[src/rtl/ic_queue.sv]
// Fetch-to-decode instruction queue: circular buffer with flush/branch kill.
// Optional IC_QUEUE_BYPASS_EN macro enables zero-latency pass-through when empty.
module ic_queue #(
    parameter int unsigned WIDTH = 65,
    parameter int unsigned DEPTH = 4
) (
    input  logic                     clk,
    input  logic                     rst,
    input  logic                     flush,
    input  logic                     br_e,
    input  logic                     in_valid,
    input  logic [WIDTH-1:0]         in_data,
    output logic                     in_ready,
    output logic                     out_valid,
    output logic [WIDTH-1:0]         out_data,
    input  logic                     out_ready,
    output logic [$clog2(DEPTH):0]   count,
    output logic                     empty,
    output logic                     full
);

    localparam int unsigned AW = $clog2(DEPTH);
    localparam int unsigned CW = AW + 1;

    logic [WIDTH-1:0] mem [DEPTH];
    logic [AW-1:0]    wr_ptr;
    logic [AW-1:0]    rd_ptr;
    logic             kill;
    logic             bypass;
    logic             push;
    logic             pop;

    assign kill = flush | br_e;

`ifdef IC_QUEUE_BYPASS_EN
    // Empty queue hands the fetched bundle straight to decode without storing it.
    assign bypass = empty & in_valid & out_ready & ~kill;
`else
    assign bypass = 1'b0;
`endif

    assign empty    = (count == CW'(0));
    assign full     = (count == CW'(DEPTH));
    assign in_ready = ~full;
    assign push     = in_valid & ~full & ~kill & ~bypass;
    assign pop      = ~empty & out_ready & ~kill;

    assign out_valid = ~empty | bypass;

    // Bubble is all-zero so decode sees a clean nop payload when nothing is queued.
    always_comb begin
        out_data = '0;
        if (!empty) begin
            out_data = mem[rd_ptr];
        end else if (bypass) begin
            out_data = in_data;
        end
    end

    always_ff @(posedge clk) begin
        if (rst) begin
            wr_ptr <= '0;
            rd_ptr <= '0;
            count  <= '0;
        end else if (kill) begin
            wr_ptr <= '0;
            rd_ptr <= '0;
            count  <= '0;
        end else begin
            if (push) begin
                wr_ptr <= wr_ptr + AW'(1);
            end
            if (pop) begin
                rd_ptr <= rd_ptr + AW'(1);
            end
            unique case ({push, pop})
                2'b10:   count <= count + CW'(1);
                2'b01:   count <= count - CW'(1);
                default: count <= count;
            endcase
        end
    end

    // Storage is not reset; only the pointers define what is valid.
    always_ff @(posedge clk) begin
        if (push && !rst) begin
            mem[wr_ptr] <= in_data;
        end
    end

endmodule

[config.mk]
export PLATFORM = sky130hd
export DESIGN_NAME = ic_queue
export DESIGN_NICKNAME = d
export VERILOG_FILES = /design/src/rtl/ic_queue.sv
export SDC_FILE = /design/constraint.sdc
export NUM_CORES = 1
export LEC_CHECK = 0
export BUFFER_PORTS_ARGS = -buffer_cell sky130_fd_sc_hd__buf_2
export CAP_MARGIN = 20
export CORE_MARGIN = 2
export CORE_UTILIZATION = 58
export CTS_BUF_LIST = sky130_fd_sc_hd__clkbuf_4 sky130_fd_sc_hd__clkbuf_8
export CTS_CLUSTER_DIAMETER = 200
export DETAILED_ROUTE_END_ITERATION = 10
export GPL_ROUTABILITY_DRIVEN = 0
export GPL_TIMING_DRIVEN = 0
export PLACE_DENSITY = 0.79
export SYNTH_ARGS = -nofsm -noshare
export SYNTH_HDL_FRONTEND = slang
export SYNTH_SLANG_ARGS = --single-unit
export TNS_END_PERCENT = 10
[constraint.sdc]
create_clock -name clk -period 3.4 [get_ports clk]
set_input_delay 0.17 -clock clk [delete_from_list [all_inputs] [get_ports clk]]
set_output_delay 0.17 -clock clk [all_outputs]
set_load 0.005 [all_outputs]
==> impl_summary.log, run 1 <==
INFO  metric result_of_the_run = complete, no violations
INFO  metric hp-class = primary input to flip-flop
INFO  metric critPathSlowestCell = sky130_fd_sc_hd__clkbuf_1
INFO  metric worst_slew_margin_relative_to_its_limit = 54.1%
INFO  metric first_global_vias = 5743
INFO  metric register_clock_pin_slew_on_the_reported_worst_setup_and_hold_paths = approximately 0.07 ns
INFO  metric post-layout-total-power = 0.00642 W
INFO  metric cp_num_buf_inv = 3
INFO  metric global_route.usage.total = 21.5%
INFO  metric antenna_found_initial = 0
INFO  metric critical_path_endpoint_category = output port
INFO  metric totalWireLength = 19800 um
INFO  metric finalSetupViolCount = 0
INFO  metric clockBufferDepth = 3
INFO  metric whs_path_depth = 4
INFO  metric finalWorstSetupSlack = between 0.7 and 0.8 ns
INFO  metric cts_htree_levels = 2
INFO  metric cts_tree = done
INFO  metric die_h = ~140 um
INFO  metric fillerInstances = between 1000 and 1500
INFO  metric synth_edf_count = 260
INFO  metric grt_pass1_wl = about 30000 um
INFO  metric preCtsSetupSlack = roughly 0.86 ns
INFO  metric ff2ff_path_depth = 10
INFO  metric post_synth_num_cell_types = 26
INFO  metric tightestPinTransition = 0.688 ns
INFO  metric drt_pre_antenna_iters = 4
INFO  metric cp_data_required_time = 3.23 ns
INFO  metric first_iter_violations = 305
INFO  metric insertion_delay = 0.54 ns
INFO  metric finalWorstPathRequiredPeriod = between 2 and 3 ns
INFO  metric register_bit_count_reported_by_yosys = 269
INFO  metric die_width = 137 um
INFO  metric overflow = 0
INFO  metric dp.final_hpwl = 11900 um
INFO  metric synth.cell_area = 10300 um2
INFO  metric synth_cells = 469
INFO  metric core = 17400 um2
INFO  metric initial_utilization = 59.4%
INFO  metric antennaDiodeCount = 0
INFO  metric crit_path_max_fanout = 10
INFO  metric final_core_utilization = about three quarters
INFO  metric unrepaired_setup_endpoints_after_global_routing = false
INFO  metric startpoint_type = flip-flop
INFO  metric ant_nets = 0
INFO  metric power_density = between 400 and 500 nW/um2
INFO  metric final.setup_skew = slightly below 0.03 ns
INFO  metric post_synth_top_flop = sky130_fd_sc_hd__edfxtp_1
INFO  metric synth_fp_nets = approximately 550
INFO  metric number_of_hold_slack_violations_in_the_final_timing_report = 0
INFO  metric dp_cells = 840
INFO  metric worst-endpoint-arrival = 2.44 ns
INFO  metric power.ir.vdd_worst = around 0.0004 V
INFO  metric post_cts_buffers = 0
INFO  metric most-common-layout-cells = 260 x sky130_fd_sc_hd__edfxtp_1, 149 x sky130_fd_sc_hd__buf_2, 66 x sky130_fd_sc_hd__dlygate4sd3_1, 65 x sky130_fd_sc_hd__mux4_2, 65 x sky130_fd_sc_hd__and2_1
INFO  metric drcViolationCount = 0
INFO  metric worst_r2r_startpoint = count[2]
INFO  metric critical-path-top-cell-by-count = sky130_fd_sc_hd__clkbuf_1
INFO  metric worst_setup_path_category = flip-flop to output port
INFO  metric fmax = 383 MHz
INFO  metric synth.yosys.warnings = 0
INFO  metric dr_total_vias = 5358
INFO  metric design.final.nets = between 800 and 900
INFO  metric std_cell_rows = 48
INFO  metric area_delta_synth_final = 24.8%
INFO  metric io_pins = ~140
INFO  metric path_delay_family = buffers and inverters
INFO  metric synth_sequential_area_ratio = 77.5%
INFO  metric max_cap_violations = 0
INFO  metric final_cells = 979
INFO  metric portBuffers = 142
INFO  metric avgSynthCellArea = approximately 22 um2
INFO  metric mostFrequentLayoutCell = sky130_fd_sc_hd__edfxtp_1
INFO  metric setup_tns = 0 ns
INFO  metric drive_gt1_share = 39.4%
INFO  metric crit_chain = or3_1 -> clkbuf_1 -> clkbuf_1 -> and2_1 -> buf_2
INFO  metric regToRegEndpoint = count[2]
INFO  metric leakagePower = 4.55 nW
INFO  metric wl_per_cell = roughly 20 um
INFO  metric min_from = out_ready
INFO  metric cts_inserted_buffers = 42
INFO  metric vias_per_cell = roughly 5.5
INFO  metric cts_root_buf = sky130_fd_sc_hd__clkbuf_8
INFO  metric async_flop_share = 0%
INFO  metric clkSinkCount = 269
INFO  metric maxSlewViolCount = 0
INFO  metric cp_slowest_stage_delay = 0.46 ns
INFO  metric regToRegSetupSlack = 0.80 ns
INFO  metric min_period_over_period = about three quarters
INFO  metric grt_max_degree = 35
INFO  metric fp.dieArea = 18900 um2
timing repair:
item | in CTS | in global routing
hold buffers | 66 | 0
gates resized for setup | 0 | 0
hold endpoints to repair | 262 | 0
worst register-to-register path, cell delays in order (launching register included):
cell and delay, ns:
sky130_fd_sc_hd__dfxtp_1 0.42, sky130_fd_sc_hd__or3b_1 0.40, sky130_fd_sc_hd__clkbuf_2 0.17, sky130_fd_sc_hd__and2_4 0.20, sky130_fd_sc_hd__nand2_1 0.08, sky130_fd_sc_hd__ha_1 0.18, sky130_fd_sc_hd__inv_1 0.06, sky130_fd_sc_hd__fa_1 0.37
sky130_fd_sc_hd__xor2_1 0.16, sky130_fd_sc_hd__or3_1 0.31, sky130_fd_sc_hd__a21oi_1 0.16
where the power goes:
group / leakage, nW / internal (W) / switching (W)
logic: 1.71 / 0.000103 / 0.0000823
registers: 2.41 / 0.00365 / 0.00000438
clock network: 0.434 / 0.00142 / 0.00116
total: 4.55 / 0.00518 / 0.00124
cells in the mapped netlist, drive strengths merged (2+ instances only):
master | number | share of area (%)
a21oi | 4 | 0.19
and2 | 66 | 4.0
and3 | 4 | 0.24
buf | 13 | 0.99
clkbuf | 10 | 0.38
dfxtp | 9 | 1.7
edfxtp | 260 | 76
ha | 5 | 0.61
inv | 7 | 0.25
mux4 | 65 | 14
nand2 | 2 | 0.073
nor2 | 6 | 0.22
nor3 | 2 | 0.097
o21ai | 2 | 0.097
o31ai | 2 | 0.19
or3 | 4 | 0.24
xor2 | 3 | 0.25
stage by stage:
stage / hold WS, ns / cell area (um2)
after floorplan: 0.269 / 10300
after global placement: 0.379 / 11300
after detailed placement: 0.387 / 11400
after CTS: 0.00853 / 12900
after global routing: 0.0414 / 12900
final: 0.0325 / 12900
final cells by class:
cell class,count,area [um2],area share [%]
sequential,269,7990,62.1
inverter,7,26.3,0.204
buffer,23,141,1.10
tap,225,282,2.19
timing repair buffer,212,1450,11.3
clock inverter,11,46.3,0.360
clock buffer,62,759,5.90
multi-input combinational,170,2180,16.9
per-layer routing:
| layer | track usage [%] | vias up | share of wire [%] |
|---|---|---|---|
| met5 | 0 | - | 0 |
| met4 | 8.42 | 0 | 2.9 |
| met3 | 4.38 | 47 | 4.2 |
| met2 | 36.9 | 136 | 53 |
| met1 | 27.3 | 2753 | 40 |
| li1 | - | 2422 | - |
registers in the layout, summed over array words and instances, names as in the netlist, named ones only:
register and count:
count 3, mem 260, rd_ptr 2, wr_ptr 2
worst max-delay path by stage:
stage,slack (ns),cells after the start,startpoint,endpoint
finish,0.79,5,count[0],out_data[46]
global route,0.62,5,count[0],out_data[15]
CTS,0.72,5,count[0],out_data[20]
detailed placement,0.86,10,count[2],count[2]
global placement,-0.59,4,count[0],mem[2][48]
floorplan,0.55,4,count[0],mem[0][0]
cell families (layout without fill, tap and decap cells):
| family | Yosys count | after routing | share of synthesized area, % |
|---|---|---|---|
| buffers and inverters | 30 | 315 | 1.63 |
| AND/OR/NAND/NOR | 87 | 87 | 5.10 |
| XOR/XNOR | 3 | 3 | 0.255 |
| flip-flops | 269 | 269 | 77.5 |
| adder cells (fa/ha/maj) | 6 | 6 | 0.801 |
| multiplexers | 65 | 65 | 14.2 |
| AO/OA/AOI/OAI | 9 | 9 | 0.558 |
(Power assumes the default switching activity.)
==> run 2, diff against run 1 <==
- clock period: 3.4 -> 2.45 ns (I/O delays scaled with it)
==> impl_summary.log, run 2 (same netlist as run 1, synthesis figures left out) <==
INFO  metric worstSetupPathDepth = 9 (+4)
INFO  metric crit_path_max_fanout = 6 (-4)
INFO  metric ant_nets = 0 (unchanged)
INFO  metric antennaDiodeCount = 0 (unchanged)
INFO  metric die_h = 137 um (unchanged)
INFO  metric finalWorstPathRequiredPeriod = 2.38 ns
INFO  metric fmax = 421 MHz
INFO  metric cts_inserted_buffers = 42 (unchanged)
INFO  metric worst-endpoint-arrival = 2.83 ns (+0.39 ns)
INFO  metric std_cell_rows = 48 (unchanged)
INFO  metric result_of_the_run = complete, no violations
INFO  metric first_iter_violations = 320 (+4.9%)
INFO  metric overflow = 0 (unchanged)
INFO  metric initial_utilization = 59.4% (unchanged)
INFO  metric area.sequential = 7990 um2 (about the same)
INFO  metric design.final.nets = 805 (+0.37%)
INFO  metric mostFrequentLayoutCell = sky130_fd_sc_hd__edfxtp_1
INFO  metric fp.dieArea = 18900 um2 (unchanged)
INFO  metric clockBufferDepth = 3 (unchanged)
INFO  metric setup_tns = 0 ns (unchanged)
INFO  metric cts_tree = done
INFO  metric power.ir.vdd_worst = 0.000542 V (+39%)
INFO  metric tightestPinTransition = 0.640 ns (-0.0483 ns)
INFO  metric die_width = 137 um (unchanged)
INFO  metric crit_chain = or3b_4 -> and2_4 -> nand2_1 -> ha_2 -> inv_1 -> fa_2 -> xor2_1 -> or3_1 -> a21oi_1
INFO  metric ff2ff_path_depth = 9 (-1)
INFO  metric antenna_found_initial = 0 (unchanged)
INFO  metric power_density = 688 nW/um2 (+38%)
INFO  metric setup_crit_start = count[2]
INFO  metric first_global_vias = 5743 (unchanged)
INFO  metric layout_top_registers = mem x260, count x3
INFO  metric startpoint_type = flip-flop
INFO  metric global_route.usage.total = 21.8% (+0.30 points)
INFO  metric cp_data_required_time = 2.90 ns (-0.33 ns)
INFO  metric drt_pre_antenna_iters = 4 (unchanged)
INFO  metric path_delay_family = simple AND/OR/NAND/NOR gates
INFO  metric cts_root_buf = sky130_fd_sc_hd__clkbuf_8
INFO  metric cts_htree_levels = 2 (unchanged)
INFO  metric largest_register = mem
INFO  metric hp-class = primary input to flip-flop
INFO  metric worst_setup_path_category = flip-flop to flip-flop
INFO  metric whs_path_depth = 4 (unchanged)
INFO  metric totalWireLength = 19900 um (about the same)
INFO  metric area_delta_synth_final = 25.2%
INFO  metric finalSetupViolCount = 0 (unchanged)
INFO  metric fillerInstances = 1018 (+1.4%)
INFO  metric io_pins = 143 (unchanged)
INFO  metric critical_path_endpoint_category = flip-flop
INFO  metric vias_per_cell = 5.48 (+0.21%)
INFO  metric drcViolationCount = 0 (unchanged)
INFO  metric min_from = flush
INFO  metric register_clock_pin_slew_on_the_reported_worst_setup_and_hold_paths = 0.06 ns (about the same)
INFO  metric clkSinkCount = 269 (unchanged)
INFO  metric final.setup_skew = 0.0163 ns (-0.0126 ns)
INFO  metric dr_total_vias = 5380 (+0.41%)
INFO  metric grt_pass1_wl = 30300 um (+0.87%)
INFO  metric leakagePower = 4.58 nW (+0.61%)
INFO  metric min_period_over_period = slightly below 100%
INFO  metric number_of_hold_slack_violations_in_the_final_timing_report = 0 (unchanged)
INFO  metric portBuffers = 142 (unchanged)
INFO  metric dp.final_hpwl = 11900 um (-0.54%)
INFO  metric largest_reg_flops = 260 (unchanged)
INFO  metric critPathSlowestCell = sky130_fd_sc_hd__or3b_4
INFO  metric multi_input_area = 2180 um2 (+0.34%)
INFO  metric cp_num_buf_inv = 1 (-2)
INFO  metric worst_r2r_startpoint = count[2]
INFO  metric wl_per_cell = 20.2 um (-0.16%)
INFO  metric maxSlewViolCount = 0 (unchanged)
INFO  metric drive_gt1_share = 40.7% (+1.4 points)
INFO  metric insertion_delay = 0.52 ns (-0.02 ns)
INFO  metric grt_max_degree = 35 (unchanged)
INFO  metric worst_slew_margin_relative_to_its_limit = 57.4% (+3.2 points)
INFO  metric max_cap_violations = 0 (unchanged)
INFO  metric smallest_hold_slack = 0.0701 ns (+0.0376 ns)
INFO  metric core = 17400 um2 (unchanged)
INFO  metric cp_slowest_stage_delay = 0.39 ns (-0.07 ns)
INFO  metric most-common-layout-cells = 260 x sky130_fd_sc_hd__edfxtp_1, 150 x sky130_fd_sc_hd__buf_2, 68 x sky130_fd_sc_hd__dlygate4sd3_1, 65 x sky130_fd_sc_hd__mux4_2, 65 x sky130_fd_sc_hd__and2_1
run 2: per-layer routing:
metal / wire, um / up-vias / share of wire (%) / global-route usage [%]
met1: 7950 / 2712 / 40 / 28.1
met5: 0 / - / 0 / 0
met2: 10200 / 201 / 52 / 36.6
met4: 508 / 0 / 2.6 / 8.65
met3: 1160 / 46 / 5.8 / 4.89
li1: - / 2421 / - / -
run 2: final timing paths:
kind              slack [ns]        end
setup reg to reg        0.07   count[2]
hold / removal          0.07  wr_ptr[1]
hold reg to reg         0.50  rd_ptr[1]
setup / recovery        0.07   count[2]
run 2: what timing repair did:
item                                    in CTS  in global routing
cloned                                       0                  0
resized for setup                           10                  3
buffers inserted                             0                  2
endpoints found under the hold margin      266                  0
hold buffers                                68                  0
pin swaps                                    0                  2
endpoints found under the setup margin      41                 23
run 2: final cells by class:
cell class	instances	area share, %
buffer	22	1.10
clock buffer	63	5.85
clock inverter	9	0.291
inverter	7	0.204
multi-input combinational	170	16.9
sequential	269	61.9
tap	225	2.18
timing repair buffer	216	11.5
run 2: through the flow:
stage	util, %	cells	power, W	worst slack, ns	cell area, um2
floorplan	-	469	0.00522	-0.401	10300
global placement	65.1	836	0.00532	-1.51	11300
detailed placement	65.7	840	0.00534	-0.171	11400
CTS	74.3	979	0.00894	0.0119	12900
global route	74.4	981	0.00917	-0.0164	12900
finish	74.4	981	0.00888	0.0739	12900
run 2: worst register-to-register path: stages (launching register included):
cell and delay, ns:
sky130_fd_sc_hd__dfxtp_4 0.37, sky130_fd_sc_hd__or3b_4 0.40, sky130_fd_sc_hd__and2_4 0.19, sky130_fd_sc_hd__nand2_1 0.09
sky130_fd_sc_hd__ha_2 0.19, sky130_fd_sc_hd__inv_1 0.06, sky130_fd_sc_hd__fa_2 0.34, sky130_fd_sc_hd__xor2_1 0.19
sky130_fd_sc_hd__or3_1 0.35, sky130_fd_sc_hd__a21oi_1 0.13
run 2: report_power, final:
group | leakage, nW | total, W | internal, W | switching (W)
clock | 0.427 | 0.00354 | 0.00195 | 0.00159
combinational | 1.74 | 0.000261 | 0.000146 | 0.000115
sequential | 2.42 | 0.00507 | 0.00507 | 0.00000627
